$ cat src/rtl/instr_loader_if.sv
// instr_loader bus: byte stream handshake, instruction memory write port
// and load status, grouped for the loader and its environment.
interface instr_loader_if #(
  parameter int ADDR_W = 13
);
  logic              start;
  logic [7:0]        byte_in;
  logic              byte_valid;
  logic              byte_ready;
  logic              mem_we;
  logic [ADDR_W-1:0] mem_addr;
  logic [31:0]       mem_wdata;
  logic              core_rst;
  logic              done;
  logic              error;
  logic [ADDR_W:0]   words_loaded;

  modport master (
    output start,
    output byte_in,
    output byte_valid,
    input  byte_ready,
    input  mem_we,
    input  mem_addr,
    input  mem_wdata,
    input  core_rst,
    input  done,
    input  error,
    input  words_loaded
  );

  modport slave (
    input  start,
    input  byte_in,
    input  byte_valid,
    output byte_ready,
    output mem_we,
    output mem_addr,
    output mem_wdata,
    output core_rst,
    output done,
    output error,
    output words_loaded
  );
endinterface

$ cat src/rtl/instr_loader.sv
// Boot-time program loader: length-prefixed big-endian byte stream in,
// 32-bit instruction memory writes out, core held in reset until done.
module instr_loader #(
  parameter int ADDR_W    = 13,
  parameter int MAX_WORDS = 8192
) (
  input  logic         clk,
  input  logic         rst,
  instr_loader_if.slave bus
);

  localparam logic [15:0] MAX_N = 16'(MAX_WORDS);

  typedef enum logic [2:0] {
    S_IDLE,
    S_LEN_HI,
    S_LEN_LO,
    S_DATA,
    S_WRITE,
    S_DONE,
    S_ERROR
  } state_e;

  state_e            state_q, state_d;
  logic [15:0]       len_q, len_d;
  logic [1:0]        idx_q, idx_d;
  logic [31:0]       word_q, word_d;
  logic [ADDR_W:0]   wl_q, wl_d;
  logic [ADDR_W-1:0] addr_q, addr_d;
  logic [31:0]       wdata_q, wdata_d;
  logic              ready_q, ready_d;
  logic              we_q, we_d;
  logic              core_q, core_d;
  logic              done_q, done_d;
  logic              err_q, err_d;

  logic              accept;
  logic [15:0]       len_cand;
  logic [31:0]       word_shift;
  logic [ADDR_W:0]   wl_inc;

  assign accept     = bus.byte_valid && ready_q;
  assign len_cand   = {len_q[15:8], bus.byte_in};
  assign word_shift = {word_q[23:0], bus.byte_in};
  assign wl_inc     = wl_q + 1'b1;

  // Next-state, datapath updates and registered-output targets.
  always_comb begin
    state_d = state_q;
    len_d   = len_q;
    idx_d   = idx_q;
    word_d  = word_q;
    wl_d    = wl_q;
    addr_d  = addr_q;
    wdata_d = wdata_q;

    unique case (state_q)
      S_IDLE, S_DONE, S_ERROR: begin
        if (bus.start) begin
          state_d = S_LEN_HI;
          wl_d    = '0;
          idx_d   = '0;
        end
      end
      S_LEN_HI: begin
        if (accept) begin
          len_d   = {bus.byte_in, len_q[7:0]};
          state_d = S_LEN_LO;
        end
      end
      S_LEN_LO: begin
        if (accept) begin
          len_d = len_cand;
          if (len_cand == 16'd0 || len_cand > MAX_N) begin
            state_d = S_ERROR;
          end else begin
            state_d = S_DATA;
            idx_d   = '0;
          end
        end
      end
      S_DATA: begin
        if (accept) begin
          word_d = word_shift;
          idx_d  = idx_q + 2'd1;
          if (idx_q == 2'd3) begin
            state_d = S_WRITE;
            addr_d  = wl_q[ADDR_W-1:0];
            wdata_d = word_shift;
          end
        end
      end
      S_WRITE: begin
        wl_d = wl_inc;
        if (16'(wl_inc) == len_q) begin
          state_d = S_DONE;
        end else begin
          state_d = S_DATA;
        end
      end
      default: state_d = S_IDLE;
    endcase

    ready_d = (state_d == S_LEN_HI) ||
              (state_d == S_LEN_LO) ||
              (state_d == S_DATA);
    we_d    = (state_d == S_WRITE);
    core_d  = (state_d == S_DONE);
    done_d  = (state_d == S_DONE);
    err_d   = (state_d == S_ERROR);
  end

  // State and registered outputs; reset aborts any session in flight.
  always_ff @(posedge clk) begin
    if (!rst) begin
      state_q <= S_IDLE;
      len_q   <= '0;
      idx_q   <= '0;
      word_q  <= '0;
      wl_q    <= '0;
      addr_q  <= '0;
      wdata_q <= '0;
      ready_q <= 1'b0;
      we_q    <= 1'b0;
      core_q  <= 1'b0;
      done_q  <= 1'b0;
      err_q   <= 1'b0;
    end else begin
      state_q <= state_d;
      len_q   <= len_d;
      idx_q   <= idx_d;
      word_q  <= word_d;
      wl_q    <= wl_d;
      addr_q  <= addr_d;
      wdata_q <= wdata_d;
      ready_q <= ready_d;
      we_q    <= we_d;
      core_q  <= core_d;
      done_q  <= done_d;
      err_q   <= err_d;
    end
  end

  assign bus.byte_ready   = ready_q;
  assign bus.mem_we       = we_q;
  assign bus.mem_addr     = addr_q;
  assign bus.mem_wdata    = wdata_q;
  assign bus.core_rst     = core_q;
  assign bus.done         = done_q;
  assign bus.error        = err_q;
  assign bus.words_loaded = wl_q;

endmodule

$ cat src/flat_wrapper.sv
// flat-port wrapper written by rule: the top's interface ports become plain ports
module instr_loader_flat 
#(
  parameter int ADDR_W    = 13,
  parameter int MAX_WORDS = 8192
)
  (clk, rst, bus_start, bus_byte_in, bus_byte_valid, bus_byte_ready, bus_mem_we, bus_mem_addr, bus_mem_wdata, bus_core_rst, bus_done, bus_error, bus_words_loaded);
  instr_loader_if #(.ADDR_W(ADDR_W)) bus_i ();
  input  logic clk;
  input  logic rst;
  input wire logic [$bits(bus_i.start)-1:0] bus_start;
  input wire logic [$bits(bus_i.byte_in)-1:0] bus_byte_in;
  input wire logic [$bits(bus_i.byte_valid)-1:0] bus_byte_valid;
  output wire logic [$bits(bus_i.byte_ready)-1:0] bus_byte_ready;
  output wire logic [$bits(bus_i.mem_we)-1:0] bus_mem_we;
  output wire logic [$bits(bus_i.mem_addr)-1:0] bus_mem_addr;
  output wire logic [$bits(bus_i.mem_wdata)-1:0] bus_mem_wdata;
  output wire logic [$bits(bus_i.core_rst)-1:0] bus_core_rst;
  output wire logic [$bits(bus_i.done)-1:0] bus_done;
  output wire logic [$bits(bus_i.error)-1:0] bus_error;
  output wire logic [$bits(bus_i.words_loaded)-1:0] bus_words_loaded;
  assign bus_i.start = bus_start;
  assign bus_i.byte_in = bus_byte_in;
  assign bus_i.byte_valid = bus_byte_valid;
  assign bus_byte_ready = bus_i.byte_ready;
  assign bus_mem_we = bus_i.mem_we;
  assign bus_mem_addr = bus_i.mem_addr;
  assign bus_mem_wdata = bus_i.mem_wdata;
  assign bus_core_rst = bus_i.core_rst;
  assign bus_done = bus_i.done;
  assign bus_error = bus_i.error;
  assign bus_words_loaded = bus_i.words_loaded;
  instr_loader #(.ADDR_W(ADDR_W), .MAX_WORDS(MAX_WORDS)) u_core (.clk(clk), .rst(rst), .bus(bus_i));
endmodule
$ cat config.mk
export PLATFORM = sky130hd
export DESIGN_NAME = instr_loader_flat
export DESIGN_NICKNAME = d
export VERILOG_FILES = /design/src/rtl/instr_loader_if.sv /design/src/rtl/instr_loader.sv /design/src/flat_wrapper.sv
export SDC_FILE = /design/constraint.sdc
export NUM_CORES = 1
export LEC_CHECK = 0
export ABC_AREA = 0
export BUFFER_PORTS_ARGS = -buffer_cell sky130_fd_sc_hd__buf_4
export CORE_ASPECT_RATIO = 0.7
export CORE_MARGIN = 2
export CORE_UTILIZATION = 51
export DETAILED_ROUTE_END_ITERATION = 10
export PLACE_DENSITY_LB_ADDON = 0.3
export SKIP_LAST_GASP = 1
export SLEW_MARGIN = 40
export SYNTH_ARGS = -nofsm -noshare
export SYNTH_HDL_FRONTEND = slang
export SYNTH_SLANG_ARGS = --single-unit
$ cat constraint.sdc
create_clock -name clk -period 2 [get_ports clk]
set_input_delay 0.3 -clock clk [delete_from_list [all_inputs] [get_ports clk]]
set_output_delay 0.3 -clock clk [all_outputs]
set_load 0.01 [all_outputs]
# Yosys cells after proc, flatten, opt, wreduce, memory -nomap -nowiden
# Index checks and enable logic that the tools add are counted.
# W data, S select, Z words.
word_totals:
  latch_bits: 0
  rom_bits: 0
  output_inout_bits: 64
  reg_bits: 108
  word_cells: 68
  input_bits: 12
  n_memories: 0
  ramBits: 0
classes:
  n_addsub: 2
  n_reduce_logical: 15
  div: 0
  n_mux: 18
  eq_ne: 18
  n_bitwise: 2
  n_mul: 0
  shifts: 0
  n_lt_le_gt_ge: 1
ops:
  columns: ["cell", "count"]
  rows:
  - ["$pmux W16 S2", 1]
  - ["$pmux W14 S2", 1]
  - ["$mux W3", 7]
  - ["$eq A3 B3 Y1 const B", 6]
  - ["$eq A14 B16 Y1", 1]
  - ["$gt A16 B14 Y1 const B", 1]
  - ["$logic_not A16 Y1", 1]
  - ["$mux W16", 1]
  - ["$pmux W3 S5", 1]
  - ["$add A14 B1 Y14 const B", 1]
  - ["$mux W14", 1]
  - ["$eq A3 B2 Y1 const B", 4]
  - ["$reduce_and A3 Y1", 3]
  - ["$mux W2", 4]
  - ["$mux W8", 1]
  - ["$eq A3 B1 Y1 const B", 2]
  - ["$pmux W2 S3", 1]
  - ["$reduce_and A5 Y1", 1]
  - ["$ne A2 B1 Y1 const B", 2]
  - ["$ne A2 B2 Y1 const B", 2]
  - ["$reduce_and A2 Y1", 2]
  - ["$logic_not A3 Y1", 1]
  - ["$logic_or A1 B1 Y1", 3]
  - ["$reduce_bool A3 Y1", 1]
  - ["6 further kinds", 7]

# Depth between registers and ports, before layout
# Gate-level depths: netlist (run 1).
logic_depth:
  word_depth: 8
  depth_mapped: 8
  mapped_depth_nobuf: 7

# Least setup slack after synthesis (run 1)
# OpenSTA, ideal clock, no wires.
synth_path:
  kind: "register -> register"
  from: "register u_core.wl_q[1] (netlist: u_core.bus.words_loaded[1])"
  to: "register u_core.state_q[2]"
  t_arrival_ns: 2.035
  setup_ns: 0.069
  n_path_buf: 0
  required_ns: 1.931
  stages_incl_launch_ff: 8
  path_slack_ns: -0.104
  synth_period_minus_slack_ns: 2.104
  path_cell_list: "dfxtp_1 > ha_1 > nand3_1 > nor3_1 > xnor2_1 > nand2_1 > or4_4 > o21ai_1"
synth_via:
  elab_chain_cells: 4
synth_lines:
  columns: ["item", "line", "source"]
  rows:
  - ["start: declaration", "instr_loader.sv:28", "logic [ADDR_W:0] wl_q, wl_d;"]
  - ["start signal: assignment", "instr_loader.sv:133", "wl_q <= wl_d;"]
  - ["$add A14 B1 Y14", "instr_loader.sv:45", "assign wl_inc = wl_q + 1'b1;"]
  - ["$eq A14 B16 Y1", "instr_loader.sv:95", "if (16'(wl_inc) == len_q) begin"]
  - ["$mux W3", "instr_loader.sv:95", null]
  - ["$pmux W3 S5", "instr_loader.sv:57", "unique case (state_q)"]
  - ["end signal: assignment", "instr_loader.sv:129", "state_q <= state_d;"]
  - ["end: declaration", "instr_loader.sv:24", "state_e state_q, state_d;"]
# No other way between the ends.
# A chain may end at the register's enable or synchronous reset.

# Worst setup path after layout (run 1)
layout_path:
  from: "register u_core.wl_q[1] (netlist: u_core.bus.words_loaded[1])"
  to: "register u_core.core_q (netlist: u_core.bus.core_rst)"
layout_via:
  elab_chain_cells: 5
layout_lines:
  columns: ["item", "line", "source"]
  rows:
  - ["$add A14 B1 Y14", "instr_loader.sv:45", null]
  - ["$eq A14 B16 Y1", "instr_loader.sv:95", null]
  - ["$mux W3", "instr_loader.sv:95", null]
  - ["$pmux W3 S5", "instr_loader.sv:57", null]
  - ["$eq A3 B3 Y1", "instr_loader.sv:108", "core_d = (state_d == S_DONE);"]
  - ["end signal: assignment", "instr_loader.sv:138", "core_q <= core_d;"]
  - ["end: declaration", "instr_loader.sv:33", "logic core_q, core_d;"]
# No other way between the ends.

==> results of run 1 <==
## synth_stat cells, drive strengths merged (3+ instances only)
master,n,area [sq um]
a31oi,4,25.02
inv,3,11.26
xor2,9,78.83
nand2,178,668.1
a21oi,11,55.05
nor3,9,45.04
nand4,3,18.77
and4,3,30.03
dfxtp,108,2162
nor4,5,46.29
nor2b,7,43.79
buf,14,70.07
clkbuf,26,98.84
nor2,21,88.84
or3,4,25.02
o22ai,3,18.77
a22oi,4,30.03
a21boi,89,668.1
xnor2,10,87.58
nand3,19,100.1
and2,8,50.05
a211oi,4,30.03
o21ai,20,100.1
and3,4,25.02
## metrics by stage
step	worst slack [ns]	util (%)	TNS, ns
after floorplan	0.07121	-	0
after global placement	0.04333	62.23	0
after detailed placement	-0.05370	62.23	-0.1021
after CTS	0.005768	65.41	0
after global routing	-0.09754	66.55	-0.1660
final	-0.07190	66.55	-0.09439
## cell usage in the layout, fill, tap and decap left out, types with 4 or more instances in the layout
cell type,netlist,routed
dfxtp_1,108,103
xor2_1,9,9
a211oi_1,4,4
and3_1,4,4
a21boi_1,7,7
nor2_1,19,18
clkbuf_16,0,9
a21boi_0,82,82
a22oi_1,4,4
or3_1,4,4
xnor2_1,10,10
a21oi_1,11,11
and2_1,8,8
buf_4,1,110
a31oi_1,4,4
nor2b_1,7,7
nand3_1,18,16
nor3_1,9,6
nand2_1,178,178
o21ai_0,18,18
## routing by layer
layer	up-vias	track usage [%]
li1	2169	-
met1	2172	39.52
met2	172	37.35
met3	11	7.258
met4	0	6.203
met5	-	0
## sequential cells by signal (all words and copies together) (netlist names)
register and flops:
u_core.word_q 24, u_core.bus.mem_we 1, u_core.bus.mem_addr 13, u_core.len_q 16, u_core.idx_q 2, u_core.bus.core_rst 1
u_core.bus.mem_wdata 32, u_core.state_q 3, u_core.bus.byte_ready 1, u_core.bus.error 1, u_core.bus.words_loaded 14
## path summary, 6_finish.rpt
check / start / end / slack, ns / depth (start not counted)
worst max-delay path: u_core.bus.words_loaded[1] / u_core.bus.core_rst / -0.07 / 7
worst min-delay path: bus_byte_in[4] / u_core.word_q[4] / 0.26 / 3
worst max register to register: u_core.bus.words_loaded[1] / u_core.bus.core_rst / -0.07 / 7
worst min register to register: u_core.bus.mem_wdata[27] / u_core.bus.mem_wdata[27] / 0.45 / 2
## worst max-delay path, stage by stage, from the launching register on
cell and delay, ns:
dfxtp_4 0.37, ha_4 0.18, buf_4 0.14, xnor2_1 0.15, a21oi_1 0.21, o2111ai_2 0.17
or4_4 0.57, o22ai_2 0.18
## cell families (layout without fill, tap and decap cells)
logic type	after synthesis	count (layout)	synth area share, %
flops	108	108	45.05
xor+xnor	20	20	3.936
fa+ha+maj	2	2	0.5213
compound gates	148	148	21.74
buf+inv	43	133	3.754
mux	1	1	0.2086
simple gates	267	267	24.79
## layout make-up
cell class / count / area, sq um / share of cell area (%)
sequential: 108 / 2173 / 35.86
tap: 124 / 155.1 / 2.560
multi-input combinational: 438 / 2549 / 42.05
clock inverter: 7 / 50.05 / 0.8258
timing repair buffer: 114 / 897.1 / 14.80
inverter: 3 / 11.26 / 0.1858
clock buffer: 9 / 225.2 / 3.716
## what timing repair did
item                                    in CTS  in global routing
pin swaps                                    0                  6
endpoints found under the setup margin       2                  7
buffers inserted                             0                  3
gates resized for setup                      5                 19
hold buffers                                 0                  0
## power groups by stage
| stage | logic (W) | clock network [W] | registers [W] |
|---|---|---|---|
| 2_1_floorplan | 0.000109 | 0 | 0.00221 |
| 3_3_place_gp | 0.000172 | 0 | 0.00222 |
| 3_5_place_dp | 0.000178 | 0 | 0.00222 |
| 4_1_cts | 0.000179 | 0.00169 | 0.00217 |
| 5_1_grt | 0.000199 | 0.00179 | 0.00217 |
| 6_report | 0.000185 | 0.00166 | 0.00217 |
==> summary.txt, run 1 <==
Logic synthesis
  – Top_reg_cell synth: dfxtp_1
  – Post-Synthesis Cells: 589
  – Async S/R FF share, synth: 0%
  – EDFF count, synth: 0
  – Synth Warn #: 0
  – Syn nets: around 600
  – Distinct cells, synth: 54
  – Synthesized area: around 4800 sq um
  – Seq cells post-synth: roughly 110
  – Sequential share of the synthesized area: 45.05%
  – Avg Cell Area, Syn: 8.149 sq um

Finish
  – Final Instance Area: 6061 sq um
  – Area grow syn2layout: 26.28%
  – Antenna diodes: 0
  – # fillers: roughly 760
  – Fin nets: between 600 and 700
  – Layout cell share with drive strength beyond 1: around a quarter
  – Cell Count, Final, Fillers Out: between 800 and 900

Floorplanning
  – Die area: around 10000 sq um
  – Initial Util: about 53%
  – I/O Pins: 76
  – Die H: 85.17 um
  – Die width: ~120 um
  – FP Rows: 29
  – CORE AREA: around 9000 sq um

Setup path
  – CP max FO: 6
  – Critical Path Source Type: flip-flop
  – WS Path Type: flip-flop to flip-flop
  – Arr. time, crit path: roughly 2.3 ns
  – Req. time, crit path: 2.26 ns
  – Worst setup EP type: flip-flop

Timing
  – FMAX: between 400 and 500 MHz
  – Final WS setup: -0.07190 ns
  – Final count of negative-setup-slack endpoints: 2
  – RSZ-0062 raised after global routing: yes
  – Final worst path period share: 103.6%
  – Worst hold slack: approximately 0.26 ns
  – Final setup skew: between 0.006 and 0.007 ns
  – Final min period: ~2.1 ns
  – Max Slew Vio Count: 0
  – Least-Margin Pin Slew: around 0.48 ns
  – Max-slew headroom: 68.10%
  – Final hold vios: 0

Clock network
  – Clock transition at the registers of the reported paths: ~0.07 ns
  – Inserted Clock Buffers: 9
  – Root buf cell: clkbuf_16
  – H-tree Lvls: 3
  – Clock latency on the worst-skew pair: ~0.35 ns
  – Clock sink count: around 110
  – Max Buffers Root-to-Sink: 2
  – TritonCTS clock tree: built

GRT
  – Initial antenna violation count: 0
  – First-pass GRT wire length: approximately 21000 um
  – GRT Total Usage: 26.33%
  – Grt ovf: 0
  – Largest net degree at the start of global routing: 56
  – Vias in the first global route: 4130

Detailed routing
  – Residual DRC count: 0
  – Met1 WL: 6544 um
  – Avg WL per Cell: around 16 um
  – Uppermost layer routed: met4
  – Pre-Repair DR Iteration Count: 5
  – Via-per-instance ratio: 5.634
  – Met2 routed WL: around 5500 um
  – Via count: about 4500
  – Final wirelength: roughly 13000 um
  – Met3 WL: about 1100 um
  – Post-route ant nets: 0
  – Initial DRC count: 480

Outcome
  – Outcome: finished with violations
  – Failing checks: negative setup slack

Power and ir drop
  – Final Total Pwr: 0.004017 W
  – Power Density: between 600 and 700 nW/um^2
  – P_leak: approximately 2.3 nW
  – Cell-internal power: 0.003082 W
  – Net Sw Frac: a little under a quarter
  – VDD IR max: 0.0004453 V
  – Seq pwr share: 54.0%
  – Gate power share: under 10%
  – Clk pwr share: slightly above 40%
  – Psw: a little over 0.0009 W

Place
  – PortBufs: 75
  – GP Congestion: 0.8885
  – # placed instances: about 800
  – Placed Area: approximately 5700 sq um
  – DP HPWL: 8990 um

Flow run
  – Max_cap viols: 0

Min path
  – Worst hold path class: input pin to flip-flop
Power figures use the tool's default switching activity.
==> run 2, diff against run 1 <==
clock period = 2.21 ns   (was 2 ns; I/O delays follow)
==> summary.txt, run 2 (synthesis results as in run 1) <==
Power and ir drop
  – Cell-internal power: approximately 0.0030 W
  – VDD IR max: 0.0005452 V
  – Psw: around 0.0008 W
  – P_leak: approximately 2.2 nW
  – Gate power share: 4.2%
  – Power Density: around 650 nW/um^2
  – Clk pwr share: between 40% and 50%
  – Seq pwr share: approximately half
  – Net Sw Frac: 21.30%

Timing
  – Least-Margin Pin Slew: roughly 0.51 ns
  – RSZ-0062 raised after global routing: no
  – Final min period: approximately 2.1 ns
  – Worst hold slack: 0.2801 ns
  – Final count of negative-setup-slack endpoints: 0
  – FMAX: approximately 470 MHz
  – Final hold vios: 0
  – Max Slew Vio Count: 0
  – Final worst path period share: between 90 and 100%
  – Max-slew headroom: between 60 and 70%
  – Final TNS setup: 0 ns
  – Final setup skew: approximately 0.0077 ns

Setup path
  – Slowest CP cell: dfxtp_1
  – Cells along the critical path: and4_1, and4_2, xnor2_1, nand2_1, or4_4, o22ai_1
  – Worst setup EP type: flip-flop
  – Critical path's largest stage delay: approximately 0.5 ns
  – Critical Path Source Type: flip-flop
  – Req. time, crit path: approximately 2.5 ns
  – Arr. time, crit path: 2.39 ns
  – CP max FO: 9
  – WS Path Type: flip-flop to flip-flop

GRT
  – Largest net degree at the start of global routing: 55
  – Vias in the first global route: 4086
  – GRT Total Usage: 25.84%
  – First-pass GRT wire length: ~21000 um
  – Initial antenna violation count: 0
  – Grt ovf: 0

Place
  – PortBufs: 75
  – DP HPWL: 8521 um
  – Placed Area: between 5000 and 6000 sq um
  – # placed instances: roughly 770
  – GP Congestion: between 0.8 and 0.9

Detailed routing
  – Post-route ant nets: 0
  – Avg WL per Cell: 16.20 um
  – Via-per-instance ratio: between 5 and 6
  – Via count: roughly 4500
  – Final wirelength: between 10000 and 15000 um
  – Residual DRC count: 0
  – Pre-Repair DR Iteration Count: 5
  – Initial DRC count: roughly 400

Clock network
  – Root buf cell: clkbuf_16
  – Clock sink count: around 110
  – Inserted Clock Buffers: 9
  – Max Buffers Root-to-Sink: 2
  – TritonCTS clock tree: built
  – Clock transition at the registers of the reported paths: 0.07 ns
  – H-tree Lvls: 3
  – Clock latency on the worst-skew pair: roughly 0.35 ns
  – Hold buffers post-CTS: 0

Finish
  – Fin nets: around 670
  – Cell Count, Final, Fillers Out: just under 800
  – Storage element area: 2163 sq um
  – Area of the multi-input gates: approximately 2500 sq um
  – Layout cell share with drive strength beyond 1: between 15 and 20%
  – # fillers: about 780
  – Final Instance Area: between 5000 and 6000 sq um
  – Most common cell after layout, fill and taps aside: nand2_1
  – Largest register FFs: 32
  – Commonest non-fill, non-tap cells in the layout: 178 x nand2_1, 107 x dfxtp_1, 95 x buf_4, 82 x a21boi_0
  – Antenna diodes: 0
  – Area grow syn2layout: 22.76%

Floorplanning
  – Initial Util: 52.70%
  – Die width: 120.0 um
  – CORE AREA: 9107 sq um
  – I/O Pins: 76
  – FP Rows: 29
  – Die H: around 85 um
  – Die area: a little over 10000 sq um

Flow run
  – Max_cap viols: 0

Min path
  – Worst hold path class: input pin to flip-flop

Outcome
  – Outcome: completed
run 2: cell type report:
cell class              count  share of cell area [%]
inverters                   3                  0.1911
clock buffers              13                   4.587
repair buffers             97                   12.78
flip-flops and latches    108                   36.72
clock inverters             3                  0.7433
multi-input cells         438                   42.34
well taps                 124                   2.633
run 2: metrics by stage:
stage / util, % / power, W / setup WS, ns
3_5_place_dp: 60.71 / 0.002166 / 0.1021
2_1_floorplan: - / 0.002103 / 0.1061
3_3_place_gp: 60.71 / 0.002164 / 0.2290
4_1_cts: 64.16 / 0.003816 / 0.04118
6_report: 64.69 / 0.003802 / 0.07867
5_1_grt: 64.69 / 0.003921 / 0.003099
run 2: critical path: cells and delay by family, from the launching register on:
family                    cells  cell delay [ns]
xor gates and xnor gates      1             0.13
and+or+nand+nor               4             1.19
AOI/OAI and AO/OA             1             0.21
DFF                           1             0.50
run 2: final timing paths:
| check | startpoint | to | slack (ns) | depth (start not counted) |
|---|---|---|---|---|
| hold / removal | bus_byte_in[6] | u_core.len_q[6] | 0.28 | 3 |
| setup / recovery | u_core.bus.words_loaded[3] | u_core.bus.core_rst | 0.08 | 6 |
| hold reg to reg | u_core.bus.mem_wdata[27] | u_core.bus.mem_wdata[27] | 0.45 | 2 |
| setup reg to reg | u_core.bus.words_loaded[3] | u_core.bus.core_rst | 0.08 | 6 |
run 2: repair_timing:
item | in CTS | in global routing
endpoints found under the setup margin | 0 | 4
gates resized for setup | 0 | 8
setup buffers | 0 | 2
run 2: metal layers:
layer / vias up / wire, um / GRT usage (%)
met3: 11 / 1051 / 6.384
met5: - / 0 / 0
li1: 2125 / - / -
met1: 2129 / 6182 / 38.58
met4: 0 / 137 / 6.524
met2: 185 / 5366 / 37.29
run 2: power by group through the flow:
| stage | Combinational (W) | Sequential, W | Clock, W |
|---|---|---|---|
| 2_1_floorplan | 0.0000989 | 0.00200 | 0 |
| 3_3_place_gp | 0.000154 | 0.00201 | 0 |
| 3_5_place_dp | 0.000156 | 0.00201 | 0 |
| 4_1_cts | 0.000157 | 0.00197 | 0.00169 |
| 5_1_grt | 0.000174 | 0.00197 | 0.00178 |
| 6_report | 0.000161 | 0.00197 | 0.00168 |
